===== src/rtl/pixel_timing_gen_if.sv =====
// Raster timing bundle between the timing generator and its consumers
// (pixel counters, sync pads, blanking logic).
interface pixel_timing_gen_if;

  localparam int unsigned HW = 12;
  localparam int unsigned VW = 11;

  logic          enable;
  logic          pixel_inc;
  logic          cnt_rst_n;
  logic          hsync;
  logic          vsync;
  logic          active;
  logic          line_start;
  logic          frame_start;
  logic [HW-1:0] h_pos;
  logic [VW-1:0] v_pos;

  // Timing generator side: consumes run/freeze, drives all timing
  modport master (
    input  enable,
    output pixel_inc,
    output cnt_rst_n,
    output hsync,
    output vsync,
    output active,
    output line_start,
    output frame_start,
    output h_pos,
    output v_pos
  );

  // Consumer side: controls run/freeze, observes timing
  modport slave (
    output enable,
    input  pixel_inc,
    input  cnt_rst_n,
    input  hsync,
    input  vsync,
    input  active,
    input  line_start,
    input  frame_start,
    input  h_pos,
    input  v_pos
  );

endinterface


===== src/rtl/pixel_timing_gen.sv =====
// Master video timing source. Divides clk into pixel ticks, walks one raster
// (active, front porch, sync, back porch on both axes) and emits the
// pixel_inc / cnt_rst_n pair that keeps downstream pixel counters aligned.
module pixel_timing_gen #(
  parameter int unsigned X_MAX    = 1920,
  parameter int unsigned H_FP     = 88,
  parameter int unsigned H_SYNC   = 44,
  parameter int unsigned H_BP     = 148,
  parameter int unsigned Y_MAX    = 1080,
  parameter int unsigned V_FP     = 4,
  parameter int unsigned V_SYNC   = 5,
  parameter int unsigned V_BP     = 36,
  parameter int unsigned CLK_DIV  = 2,
  parameter bit          SYNC_POL = 1'b1
) (
  input  logic               clk,
  input  logic               reset,
  pixel_timing_gen_if.master tim
);

  localparam int unsigned HW      = 12;
  localparam int unsigned VW      = 11;
  localparam int unsigned H_TOTAL = X_MAX + H_FP + H_SYNC + H_BP;
  localparam int unsigned V_TOTAL = Y_MAX + V_FP + V_SYNC + V_BP;
  localparam int unsigned DIV_W   = (CLK_DIV < 2) ? 1 : $clog2(CLK_DIV);

  localparam logic [DIV_W-1:0] DIV_LAST = DIV_W'(CLK_DIV - 1);
  localparam logic [HW-1:0]    H_LAST   = HW'(H_TOTAL - 1);
  localparam logic [VW-1:0]    V_LAST   = VW'(V_TOTAL - 1);

  // Illegal parameter sets stop elaboration rather than build a broken raster
  generate
    if (CLK_DIV < 2) begin : g_bad_clk_div
      $error("pixel_timing_gen: CLK_DIV must be 2 or more");
    end
    if (H_TOTAL > 4096) begin : g_bad_h_total
      $error("pixel_timing_gen: horizontal total exceeds 4096");
    end
    if (V_TOTAL > 2048) begin : g_bad_v_total
      $error("pixel_timing_gen: vertical total exceeds 2048");
    end
    if (X_MAX == 0 || Y_MAX == 0) begin : g_bad_active
      $error("pixel_timing_gen: active area must be non-empty");
    end
  endgenerate

  typedef enum logic [1:0] {
    HS_ACT,
    HS_FP,
    HS_SYNC,
    HS_BP
  } h_state_t;

  typedef enum logic [1:0] {
    VS_ACT,
    VS_FP,
    VS_SYNC,
    VS_BP
  } v_state_t;

  // Horizontal region that a given position belongs to
  function automatic h_state_t h_state_of(input logic [HW-1:0] h);
    int unsigned hi;
    hi = 32'(h);
    if (hi < X_MAX)                        return HS_ACT;
    else if (hi < X_MAX + H_FP)            return HS_FP;
    else if (hi < X_MAX + H_FP + H_SYNC)   return HS_SYNC;
    else                                   return HS_BP;
  endfunction

  // Vertical region that a given line belongs to
  function automatic v_state_t v_state_of(input logic [VW-1:0] v);
    int unsigned vi;
    vi = 32'(v);
    if (vi < Y_MAX)                        return VS_ACT;
    else if (vi < Y_MAX + V_FP)            return VS_FP;
    else if (vi < Y_MAX + V_FP + V_SYNC)   return VS_SYNC;
    else                                   return VS_BP;
  endfunction

  logic [DIV_W-1:0] r_div;
  logic [HW-1:0]    r_h;
  logic [VW-1:0]    r_v;
  h_state_t         r_h_st;
  v_state_t         r_v_st;
  logic             r_pixel_inc;
  logic             r_cnt_rst_n;
  logic             r_hsync;
  logic             r_vsync;
  logic             r_active;
  logic             r_line_start;
  logic             r_frame_start;

  logic             w_tick;
  logic             w_h_wrap;
  logic             w_v_wrap;
  logic             w_pre_active;
  logic [HW-1:0]    w_h_nxt;
  logic [VW-1:0]    w_v_nxt;
  h_state_t         w_h_st_nxt;
  v_state_t         w_v_st_nxt;

  // Tick and next raster position derived from the current one
  assign w_tick       = tim.enable && (r_div == DIV_LAST);
  assign w_h_wrap     = (r_h == H_LAST);
  assign w_v_wrap     = w_h_wrap && (r_v == V_LAST);
  assign w_h_nxt      = w_h_wrap ? '0 : r_h + HW'(1);
  assign w_v_nxt      = w_v_wrap ? '0 : (w_h_wrap ? r_v + VW'(1) : r_v);
  assign w_h_st_nxt   = h_state_of(w_h_nxt);
  assign w_v_st_nxt   = v_state_of(w_v_nxt);
  // The pixel being left by this tick lies inside the visible area
  assign w_pre_active = (r_h_st == HS_ACT) && (r_v_st == VS_ACT);

  // Pixel clock divider; holds its phase while frozen so resume is seamless
  always_ff @(posedge clk) begin
    if (reset) begin
      r_div <= '0;
    end else if (tim.enable) begin
      r_div <= (r_div == DIV_LAST) ? '0 : r_div + DIV_W'(1);
    end
  end

  // Raster FSMs and registered outputs, advanced once per pixel tick
  always_ff @(posedge clk) begin
    if (reset) begin
      r_h           <= '0;
      r_v           <= '0;
      r_h_st        <= HS_ACT;
      r_v_st        <= VS_ACT;
      r_pixel_inc   <= 1'b0;
      r_cnt_rst_n   <= 1'b0;
      r_hsync       <= ~SYNC_POL;
      r_vsync       <= ~SYNC_POL;
      r_active      <= 1'b0;
      r_line_start  <= 1'b0;
      r_frame_start <= 1'b0;
    end else if (w_tick) begin
      r_h           <= w_h_nxt;
      r_v           <= w_v_nxt;
      r_h_st        <= w_h_st_nxt;
      r_v_st        <= w_v_st_nxt;
      r_pixel_inc   <= w_pre_active;
      r_line_start  <= w_h_wrap;
      r_frame_start <= w_v_wrap;
      r_hsync       <= (w_h_st_nxt == HS_SYNC) ? SYNC_POL : ~SYNC_POL;
      r_vsync       <= (w_v_st_nxt == VS_SYNC) ? SYNC_POL : ~SYNC_POL;
      r_active      <= (w_h_st_nxt == HS_ACT) && (w_v_st_nxt == VS_ACT);
      // x counter is held at 0 for the whole horizontal sync interval
      r_cnt_rst_n   <= (w_h_st_nxt != HS_SYNC);
    end else begin
      // Pulses last one clk; levels hold between ticks and while frozen
      r_pixel_inc   <= 1'b0;
      r_line_start  <= 1'b0;
      r_frame_start <= 1'b0;
    end
  end

  assign tim.pixel_inc   = r_pixel_inc;
  assign tim.cnt_rst_n   = r_cnt_rst_n;
  assign tim.hsync       = r_hsync;
  assign tim.vsync       = r_vsync;
  assign tim.active      = r_active;
  assign tim.line_start  = r_line_start;
  assign tim.frame_start = r_frame_start;
  assign tim.h_pos       = r_h;
  assign tim.v_pos       = r_v;

endmodule


===== src/flat_wrapper.sv =====
// flat-port wrapper written by rule: the top's interface ports become plain ports
module pixel_timing_gen_flat 
#(
  parameter int unsigned X_MAX    = 1920,
  parameter int unsigned H_FP     = 88,
  parameter int unsigned H_SYNC   = 44,
  parameter int unsigned H_BP     = 148,
  parameter int unsigned Y_MAX    = 1080,
  parameter int unsigned V_FP     = 4,
  parameter int unsigned V_SYNC   = 5,
  parameter int unsigned V_BP     = 36,
  parameter int unsigned CLK_DIV  = 2,
  parameter bit          SYNC_POL = 1'b1
)
  (clk, reset, tim_enable, tim_pixel_inc, tim_cnt_rst_n, tim_hsync, tim_vsync, tim_active, tim_line_start, tim_frame_start, tim_h_pos, tim_v_pos);
  pixel_timing_gen_if tim_i ();
  input  logic clk;
  input  logic reset;
  input wire logic [$bits(tim_i.enable)-1:0] tim_enable;
  output wire logic [$bits(tim_i.pixel_inc)-1:0] tim_pixel_inc;
  output wire logic [$bits(tim_i.cnt_rst_n)-1:0] tim_cnt_rst_n;
  output wire logic [$bits(tim_i.hsync)-1:0] tim_hsync;
  output wire logic [$bits(tim_i.vsync)-1:0] tim_vsync;
  output wire logic [$bits(tim_i.active)-1:0] tim_active;
  output wire logic [$bits(tim_i.line_start)-1:0] tim_line_start;
  output wire logic [$bits(tim_i.frame_start)-1:0] tim_frame_start;
  output wire logic [$bits(tim_i.h_pos)-1:0] tim_h_pos;
  output wire logic [$bits(tim_i.v_pos)-1:0] tim_v_pos;
  assign tim_i.enable = tim_enable;
  assign tim_pixel_inc = tim_i.pixel_inc;
  assign tim_cnt_rst_n = tim_i.cnt_rst_n;
  assign tim_hsync = tim_i.hsync;
  assign tim_vsync = tim_i.vsync;
  assign tim_active = tim_i.active;
  assign tim_line_start = tim_i.line_start;
  assign tim_frame_start = tim_i.frame_start;
  assign tim_h_pos = tim_i.h_pos;
  assign tim_v_pos = tim_i.v_pos;
  pixel_timing_gen #(.X_MAX(X_MAX), .H_FP(H_FP), .H_SYNC(H_SYNC), .H_BP(H_BP), .Y_MAX(Y_MAX), .V_FP(V_FP), .V_SYNC(V_SYNC), .V_BP(V_BP), .CLK_DIV(CLK_DIV), .SYNC_POL(SYNC_POL)) u_core (.clk(clk), .reset(reset), .tim(tim_i));
endmodule

===== config.mk =====
export PLATFORM = sky130hd
export DESIGN_NAME = pixel_timing_gen_flat
export DESIGN_NICKNAME = d
export VERILOG_FILES = /design/src/rtl/pixel_timing_gen_if.sv /design/src/rtl/pixel_timing_gen.sv /design/src/flat_wrapper.sv
export SDC_FILE = /design/constraint.sdc
export NUM_CORES = 1
export LEC_CHECK = 0
export ABC_AREA = 1
export CORE_UTILIZATION = 52
export DETAILED_ROUTE_END_ITERATION = 7
export PLACE_DENSITY = 0.83
export RECOVER_POWER = 25
export SKIP_CTS_REPAIR_TIMING = 1
export SYNTH_ARGS = -nofsm -noshare
export SYNTH_HDL_FRONTEND = slang
export SYNTH_SLANG_ARGS = --single-unit

===== constraint.sdc =====
create_clock -name clk -period 2 [get_ports clk]
set_input_delay 0.6 -clock clk [delete_from_list [all_inputs] [get_ports clk]]
set_output_delay 0.6 -clock clk [all_outputs]
set_load 0.01 [all_outputs]

# Word level (Yosys, flattened, before mapping)
# Index checks and enable logic that the tools add are counted.
[totals]
out_inout_bits = 30
mem_count = 0
romBits = 0
inputBits = 3
latchBits = 0
word_cells = 48
regBits = 35
ram_bits = 0
[classes]
magnitude_cmp = 6
n_shift = 0
multipliers = 0
mux = 12
add_sub_neg = 3
n_bitwise = 1
n_reduce_logical = 9
div = 0
n_eq_ne = 5
[ops]
columns = ["cell", "count"]
rows = [
  ["$lt 11x11->1 const B", 3],
  ["$lt 12x11->1 const B", 2],
  ["$mux 11", 2],
  ["$add 12x1->12 const B", 1],
  ["$eq 12x12->1 const B", 1],
  ["$lt 12x12->1 const B", 1],
  ["$mux 12", 1],
  ["$add 11x1->11 const B", 1],
  ["$eq 11x11->1 const B", 1],
  ["$logic_not 2->1", 4],
  ["$mux 2", 4],
  ["$mux 1", 5],
  ["$eq 2x2->1 const B", 2],
  ["$logic_and 1x1->1", 4],
  ["$ne 2x2->1 const B", 1],
  ["$reduce_or 2->1", 1],
  ["$add 1x1->1 const B", 1],
  ["$not 1->1", 1],
]

# Logic depth before layout (Yosys ltp)
# Gate-level depths: netlist of run 1.
[logic_depth]
word_depth = 9
depth_mapped = 18
mapped_depth_nobuf = 18

# Worst setup path before layout of run 1
# OpenSTA, ideal clock, no wires.
[synth_path]
path_type = "register to register"
start = "reg u_core.r_v[0], in the netlist u_core.tim.v_pos[0]"
end = "reg u_core.r_v_st[0]"
arrival_ns = 1.770
setup_ns = 0.109
setup_slack_ns = 0.122
stages_incl_launch_ff = 16
required_ns = 1.891
path_cell_list = "dfxtp_1 ha_1 nand2_1 nor2_1 nand2_1 nand2_1 nand2_1 nand2_1 nand2_2 nor2_4 a21o_1 nand2_1 nor2_2 nand2_1 nand2_1 inv_1"
[synth_via]
elab_chain_cells = 7
[synth_rtl]
columns = ["element", "line_no", "rtl"]
rows = [
  ["from (decl)", "pixel_timing_gen.sv:83", "logic [VW-1:0] r_v;"],
  ["from (signal assigned)", "pixel_timing_gen.sv:139", "r_v <= w_v_nxt;"],
  ["$add 11x1->11 / $eq 11x11->1 (equally long branches)", "pixel_timing_gen.sv:108, pixel_timing_gen.sv:106", ""],
  ["$mux 11 / $logic_and 1x1->1 (equally long branches)", "pixel_timing_gen.sv:108, pixel_timing_gen.sv:106", ""],
  ["$mux 11 (*)", "pixel_timing_gen.sv:108", "assign w_v_nxt = w_v_wrap ? '0 : (w_h_wrap ? r_v + VW'(1) : r_v);"],
  ["$lt 11x11->1", "pixel_timing_gen.sv:77", "else if (vi < Y_MAX + V_FP + V_SYNC) return VS_SYNC;"],
  ["$mux 1", "pixel_timing_gen.sv:77", ""],
  ["$mux 2", "pixel_timing_gen.sv:76", "else if (vi < Y_MAX + V_FP) return VS_FP;"],
  ["$mux 2 (*)", "pixel_timing_gen.sv:75", "if (vi < Y_MAX) return VS_ACT;"],
  ["to (signal assigned)", "pixel_timing_gen.sv:141", "r_v_st <= w_v_st_nxt;"],
  ["to (decl)", "pixel_timing_gen.sv:85", "v_state_t r_v_st;"],
]
# Mark *: on every way between the ends. The rest lies on a longest branch, timed or not.
# A chain may end at the register's enable or synchronous reset.

# Worst setup path in the final report of run 1
[layout_path]
start = "reg u_core.r_h[0], in the netlist u_core.tim.h_pos[0]"
end = "reg u_core.r_cnt_rst_n, in the netlist u_core.tim.cnt_rst_n"
[layout_via]
elab_chain_cells = 7
[layout_rtl]
columns = ["element", "line_no", "rtl"]
rows = [
  ["from (decl)", "pixel_timing_gen.sv:82", "logic [HW-1:0] r_h;"],
  ["from (signal assigned)", "pixel_timing_gen.sv:138", "r_h <= w_h_nxt;"],
  ["$add 12x1->12 / $eq 12x12->1 (equally long branches)", "pixel_timing_gen.sv:107, pixel_timing_gen.sv:105", ""],
  ["$mux 12 (*)", "pixel_timing_gen.sv:107", "assign w_h_nxt = w_h_wrap ? '0 : r_h + HW'(1);"],
  ["$lt 12x12->1", "pixel_timing_gen.sv:67", "else if (hi < X_MAX + H_FP + H_SYNC) return HS_SYNC;"],
  ["$mux 1", "pixel_timing_gen.sv:67", ""],
  ["$mux 2", "pixel_timing_gen.sv:66", "else if (hi < X_MAX + H_FP) return HS_FP;"],
  ["$mux 2 (*)", "pixel_timing_gen.sv:65", "if (hi < X_MAX) return HS_ACT;"],
  ["$ne 2x2->1 (*)", "pixel_timing_gen.sv:149", "r_cnt_rst_n <= (w_h_st_nxt != HS_SYNC);"],
  ["to (signal assigned)", "pixel_timing_gen.sv:149", ""],
  ["to (decl)", "pixel_timing_gen.sv:87", "logic r_cnt_rst_n;"],
]
# Marks and branches as above.

==> metrics.txt, run 1 <==
GPL Wtd Cong a little under 1; post-route design area 0.002890 mm²; Worst setup startpoint u_core.tim.h_pos[0]; final period utilization between 90 and 100%; FF-to-FF path depth 14; CP Data Required Time between 2 and 2.5 ns; # rows 23; fin cells ~440; Die Y between 60 and 70 µm; CTS buffer count 5; kind of critical path flip-flop to flip-flop; Worst setup endpoint u_core.tim.cnt_rst_n; Fin. Hold Viols 0; Mapped Cells between 300 and 400; P&R area growth vs syn 32.68%; Top Ports 33; pwr dens between 500 and 600 mW/mm²; FF+latch count, synth 35; Nets roughly 400; iteration count of the initial detailed-routing pass 5; CTS sink count 35; DRT iter0 DRCs 206; min Tclk post-route 1.936 ns; Avg WL per Cell 13.70 µm; Cell Area, Synth around 0.0022 mm²; final setup vio count 0; first-pass GRT wire length between 9000 and 10000 µm; outcome finished clean; Max-Cap Viols 0; Mapped Avg Cell Area 6.426 µm²; Hold Crit Class flip-flop to flip-flop; Final ANT Viol Nets 0; critical path fanouts, max 4; Die X 66.73 µm; Max Transition Viols Final 0; Overflow after GRT 0; Clock Skew just over 0.01 ns; reg-to-reg endpoint u_core.tim.cnt_rst_n; syn nets between 300 and 400; maximum vdd drop about 310 µV; Root Buffer Master clkbuf_8; most used cell, CP nand2_1; # fillers 320; Placed Area ~0.0026 mm²; share of cells above drive strength 1 approximately 22%; number of global-route vias before repair between 2000 and 2500; register area share after synthesis between 30% and 40%; GRT Resource Usage Total between 20% and 30%; pre-CTS WS around 0.028 ns; Yosys cell types 32; Initial Util between 50% and 60%; Yosys warning count 0; unrepaired setup endpoints after global routing yes; Worst-Margin Slew 0.4889 ns; Reg area about 710 µm²; via count of the routed design roughly 2500; P_leak around 1.2 nW; Slew HR between 60% and 70%; Worst setup EP type flip-flop; Fmax a little over 500 MHz; pin count of the biggest net entering global routing 21; combined area of the multi-input logic cells approximately 0.0013 mm²; Critical Path, Cell by Cell buf_4 -> nand3_2 -> nor2_4 -> inv_1 -> o21ai_0 -> nand2_1 -> o21ai_1 -> inv_1 -> nor2_2 -> nor2_2 -> nor2_2 -> nand2_1 -> nand2_1 -> nand2_1; DRC 0; Core Box Area around 0.0040 mm²; PnR worst setup slack 0.06446 ns; Die ar. about 0.0045 mm²; Placed Cells about 430; clock slew at reported path FFs 0.08 ns; port bufs 32; CP peak stage delay between 0.3 and 0.4 ns; FF-to-FF Start u_core.tim.h_pos[0]; setup slack, reg-to-reg about 0.064 ns; CTS tree built; hpwl dp 4161 µm; CTS H-tree depth 2; slowest CP cell dfxtp_2; CTS max path bufs 2; via-per-instance ratio between 5 and 6; initial antenna violation count 0; Critical Path AT between 2 and 2.5 ns; ANT cells 0; clock latency on the worst-skew pair around 0.29 ns; WL final 6070 µm; Startpoint Class flip-flop
synthesized netlist by cell type:
master,number,area share [%]
a21o_1,1,0.34
a21oi_1,3,0.69
a21oi_2,1,0.40
a31o_2,1,0.40
a32o_1,1,0.46
and3_1,1,0.29
buf_4,2,0.69
clkbuf_1,5,0.86
clkinv_1,1,0.17
dfxtp_1,35,32
ha_1,3,1.7
inv_1,35,6.0
inv_2,10,1.7
nand2_1,111,19
nand2_2,7,2.0
nand2_4,2,1.0
nand3_1,30,6.9
nand3_2,2,0.92
nand3_4,1,0.80
nand3b_1,1,0.34
nand4_1,8,2.3
nor2_1,26,4.5
nor2_2,8,2.3
nor2_4,6,3.1
nor2_8,1,0.92
nor3_1,3,0.69
o21ai_0,12,2.8
o21ai_1,3,0.69
o22ai_1,16,4.6
or3_1,1,0.29
xnor2_1,1,0.40
xor2_1,1,0.40
layout make-up:
type	instances	area share (%)
timing repair buffer	52	16.28
clock inverter	2	2.078
clock buffer	6	2.511
sequential	35	24.68
tap	50	2.165
inverter	46	5.974
multi-input combinational	252	46.32
logic make-up (layout without fill, tap and decap cells):
family	after synthesis	count (layout)	share of synthesized area (%)
and+or+nand+nor	208	209	45.49
buffers and inverters	53	106	9.477
AOI/OAI and AO/OA	38	38	10.34
DFF	35	35	32.17
adders and majority gates	3	3	1.723
xor gates and xnor gates	2	2	0.8043
where the power goes:
part / total [mW] / leakage (nW) / switching, mW / internal, mW
sequential: 0.709 / 0.288 / 0.00449 / 0.705
clock: 0.766 / 0.0654 / 0.268 / 0.499
combinational: 0.0678 / 0.884 / 0.0405 / 0.0273
per-layer routing:
metal | part of all wire (%) | global-route usage [%] | vias up
met5 | 0 | 0 | -
met4 | 2.8 | 10.90 | 0
met3 | 7.3 | 6.849 | 17
met2 | 50 | 49.87 | 126
met1 | 40 | 29.70 | 1122
li1 | - | - | 1201
how the worst min path moves through the flow:
stage / from / end / cells after the start
floorplan: u_core.r_h_st[1] / u_core.tim.pixel_inc / 1
global placement: u_core.r_h_st[1] / u_core.tim.pixel_inc / 1
detailed placement: u_core.r_v_st[0] / u_core.tim.pixel_inc / 1
CTS: u_core.r_h_st[1] / u_core.tim.pixel_inc / 1
global route: u_core.r_h_st[1] / u_core.tim.pixel_inc / 1
finish: u_core.r_h_st[1] / u_core.tim.pixel_inc / 1
critical path, delay by kind of cell (launching register included):
family,cells,cell delay (ns)
AND/OR/NAND/NOR,9,0.87
buffers and inverters,3,0.32
AO/OA/AOI/OAI,2,0.27
flip-flops,1,0.36
registers in the layout, summed over array words and instances, names as in the netlist:
signal and count:
u_core.r_div 1, u_core.tim.vsync 1, u_core.r_v_st 2, u_core.tim.hsync 1, u_core.tim.pixel_inc 1, u_core.r_h_st 2, u_core.tim.v_pos 11, u_core.tim.cnt_rst_n 1
u_core.tim.active 1, u_core.tim.h_pos 12, u_core.tim.frame_start 1, u_core.tim.line_start 1
cell usage in the layout (no fill, tap or decap), types with 6 or more instances in the layout:
| cell | netlist | routed |
|---|---|---|
| nand2_1 | 111 | 108 |
| inv_1 | 35 | 34 |
| clkdlybuf4s50_1 | 0 | 32 |
| nand3_1 | 30 | 27 |
| dfxtp_1 | 35 | 25 |
| nor2_1 | 26 | 24 |
| o22ai_1 | 16 | 16 |
| buf_4 | 2 | 15 |
| inv_2 | 10 | 11 |
| nand2_2 | 7 | 10 |
| o21ai_0 | 12 | 10 |
| dfxtp_2 | 0 | 10 |
| nor2_4 | 6 | 8 |
| nor2_2 | 8 | 8 |
| nand4_1 | 8 | 8 |
| nand3_2 | 2 | 6 |
through the flow:
stage	utilization, %	hold WS (ns)	total power [mW]	setup TNS [ns]
2_1_floorplan	-	0.3959	0.7581	0
3_3_place_gp	66.12	0.4154	0.7927	0
3_5_place_dp	66.12	0.4184	0.7939	0
4_1_cts	69.44	0.4235	1.543	0
5_1_grt	72.26	0.4510	1.581	-0.1140
6_report	72.26	0.4276	1.543	0
(Power assumes the default switching activity.)
==> inputs of run 2 (changes only) <==
Settings changed: CAP_MARGIN set to 0.
==> results of run 2 <==
Same layout as run 1: the final DEF is identical, and so are final timing and power.
==> inputs of run 3 (changes only) <==
Settings changed: ABC_AREA 1 to not set.
==> metrics.txt, run 3 <==
outcome finished, violations left; failing checks setup timing; Worst setup EP type flip-flop; Reg area 733.2 µm² (+2.8%); iteration count of the initial detailed-routing pass 5 (unchanged); combinational share of power 7.4% (+3.0 points); GRT Resource Usage Total 31.54% (+4.2 points); kind of critical path flip-flop to flip-flop; FF-to-FF path depth 7 (-7); Post-synth ARST share 0% (unchanged); WHS Path Cells 2 (+1); final setup vio count 14 (+14); top cell type by total area after synthesis dfxtp_1; combined area of the multi-input logic cells 0.001675 mm² (+25%); DRC 0 (unchanged); most frequent cells after synthesis dfxtp_1, nand2_1, a21oi_1, nor2_1, o21ai_0; P&R area growth vs syn 59.65%; Slew HR 69.76% (+2.3 points); GPL Wtd Cong 1.009 (+2.8%); fin cells 427 (-3.6%); Critical Path, Cell by Cell and3b_1 -> and3_4 -> a32oi_2 -> nor4b_2 -> nor3_2 -> or2_1 -> a21oi_2; maximum vdd drop 351.2 µV (+15%); Overflow after GRT 0 (unchanged); Yosys warning count 0 (unchanged); Final TNS setup -0.8876 ns (-0.8876 ns); share of cells above drive strength 1 40.32% (+18 points); WL final 8329 µm (+37%); critical path fanouts, max 12 (+8); Root Buffer Master clkbuf_8; FF+latch count, synth 35 (unchanged); post-layout util 87.36% (+15 points); port bufs 32 (unchanged); CTS tree built; hpwl dp 4991 µm (+20%); Hold Crit Class flip-flop to flip-flop; min Tclk post-route 2.166 ns (+0.2306 ns); Post-synth EDFFs 0 (unchanged); number of flip-flops in the largest register 12 (unchanged); Avg WL per Cell 19.51 µm (+42%); CP Data Required Time 2.24 ns (+0.05 ns); Cell Area, Synth 0.002205 mm² (+1.2%); unrepaired setup endpoints after global routing yes; Mapped Avg Cell Area 7.708 µm² (+20%); pre-CTS WS -0.2130 ns (-0.2410 ns); register share of total power 51.9% (+5.9 points); FF-to-FF Start u_core.tim.h_pos[4]; P_sw 340.9 µW (+9.0%); Nets 382 (-4.0%); pwr dens 387.1 mW/mm² (-28%); slowest CP cell dfxtp_4; first-pass GRT wire length 10590 µm (+15%); commonest non-fill, non-tap cell in the layout buf_4; Top Ports 33 (unchanged); CP peak stage delay 0.41 ns (+0.05 ns); DRT iter0 DRCs 400 (+94%); WP buf/inv 0 (-3); Core Box Area 0.004029 mm² (+0.72%); clock slew at reported path FFs 0.08 ns (about the same); Internal 1.021 mW (-17%); register area share after synthesis 31.78% (-0.38 points); most numerous cell in the Yosys netlist dfxtp_1; final period utilization 108.3% (+12 points); Startpoint Class flip-flop; largest cells by area after synthesis dfxtp_1, a21oi_1, nand2_1; P_leak 1.401 nW (+13%); CTS max path bufs 2 (unchanged); clock latency on the worst-skew pair 0.29 ns (about the same); Min-Delay Endpoint u_core.tim.active; clock network fraction of design power 40.7% (-9.0 points); pin count of the biggest net entering global routing 19 (-9.5%); Die Y 67.11 µm (+0.58%); Die ar. 0.004504 mm² (+1.2%); CTS sink count 35 (unchanged); Critical Path AT 2.40 ns (+0.27 ns); Max-Cap Viols 0 (unchanged); Fmax 461.7 MHz (-11%); Clock Skew 0.006057 ns (-0.004314 ns); syn nets 292 (-15%); CTS buffer count 5 (unchanged); via count of the routed design 2773 (+12%); Placed Cells 407 (-4.9%); via-per-instance ratio 6.494 (+17%); Yosys cell types 60 (+88%); Worst-Margin Slew 0.4502 ns (-0.03870 ns); reg-to-reg endpoint u_core.r_v_st[1]; setup slack, reg-to-reg -0.17 ns (-0.23 ns); switching share of power 25.02% (+4.8 points); CTS H-tree depth 2 (unchanged); # rows 23 (unchanged); Initial Util 54.72% (+0.26 points); post-synth top area share 31.78% (-0.38 points); ANT cells 0 (unchanged); PnR worst setup slack -0.1661 ns (-0.2306 ns); Mapped Cells 286 (-16%); # fillers 217 (-32%); Die X 67.11 µm (+0.58%); Final ANT Viol Nets 0 (unchanged); initial antenna violation count 0 (unchanged); number of global-route vias before repair 2148 (-1.5%); Top FF cell, synth dfxtp_1; cell family with most CP delay simple AND/OR/NAND/NOR gates; Max Transition Viols Final 0 (unchanged); commonest cells after routing, fill and taps aside buf_4, clkdlybuf4s50_1, nand2_1; HP Start u_core.tim.active; Fin. Hold Viols 0 (unchanged)
## run 3: cell type report
class,count,area share [%]
Clock buffer,7,2.453
Clock inverter,1,0.1422
Inverter,5,0.5332
Multi-Input combinational cell,223,47.60
Sequential cell,35,20.83
Tap cell,50,1.777
Timing Repair Buffer,106,26.66
## run 3: layer usage
layer | GRT usage (%) | vias up | wire length, µm
met4 | 10.90 | 0 | 347
met2 | 49.00 | 223 | 3779
li1 | - | 1212 | -
met1 | 43.42 | 1288 | 3298
met3 | 5.479 | 50 | 904
met5 | 0 | - | 0
## run 3: worst max-delay path by stage
stage / from / endpoint / slack [ns] / cells after the start
after detailed placement: u_core.tim.h_pos[0] / u_core.tim.cnt_rst_n / -0.21 / 8
after global placement: u_core.tim.h_pos[0] / u_core.tim.cnt_rst_n / -0.13 / 8
after floorplan: u_core.tim.h_pos[3] / u_core.r_v_st[1] / -0.09 / 8
final: u_core.tim.h_pos[4] / u_core.r_v_st[1] / -0.17 / 7
after global routing: u_core.tim.v_pos[1] / u_core.r_v_st[1] / -0.23 / 9
after CTS: u_core.tim.h_pos[0] / u_core.tim.cnt_rst_n / -0.22 / 8
## run 3: worst reg2reg max path, delay by kind of cell (launching register included)
kind / cells / cell delay (ns)
flops: 1 / 0.41
compound gates: 2 / 0.19
simple gates: 5 / 1.50
## run 3: per-stage QoR
stage | hold slack, ns | instance area (µm²) | power [mW]
floorplan | 0.4430 | 2386 | 0.7721
global placement | 0.4443 | 3073 | 0.8166
detailed placement | 0.4601 | 3073 | 0.8196
CTS | 0.4704 | 3164 | 1.353
global route | 0.4902 | 3520 | 1.396
finish | 0.4648 | 3520 | 1.362
## run 3: logic make-up after synthesis
kind of cell    after synthesis  share of synthesized area [%]
xor+xnor                     16                          6.357
flops                        35                          31.78
compound gates               70                          19.07
simple gates                132                          34.05
buf+inv                      28                          6.129
mux                           2                         0.9081
fa+ha+maj                     3                          1.703
## run 3: power groups by stage
| stage | registers, mW | logic [mW] | clock network, mW |
|---|---|---|---|
| 2_1_floorplan | 0.730 | 0.0417 | 0 |
| 3_3_place_gp | 0.725 | 0.0917 | 0 |
| 3_5_place_dp | 0.726 | 0.0937 | 0 |
| 4_1_cts | 0.710 | 0.0936 | 0.550 |
| 5_1_grt | 0.708 | 0.109 | 0.580 |
| 6_report | 0.707 | 0.101 | 0.555 |
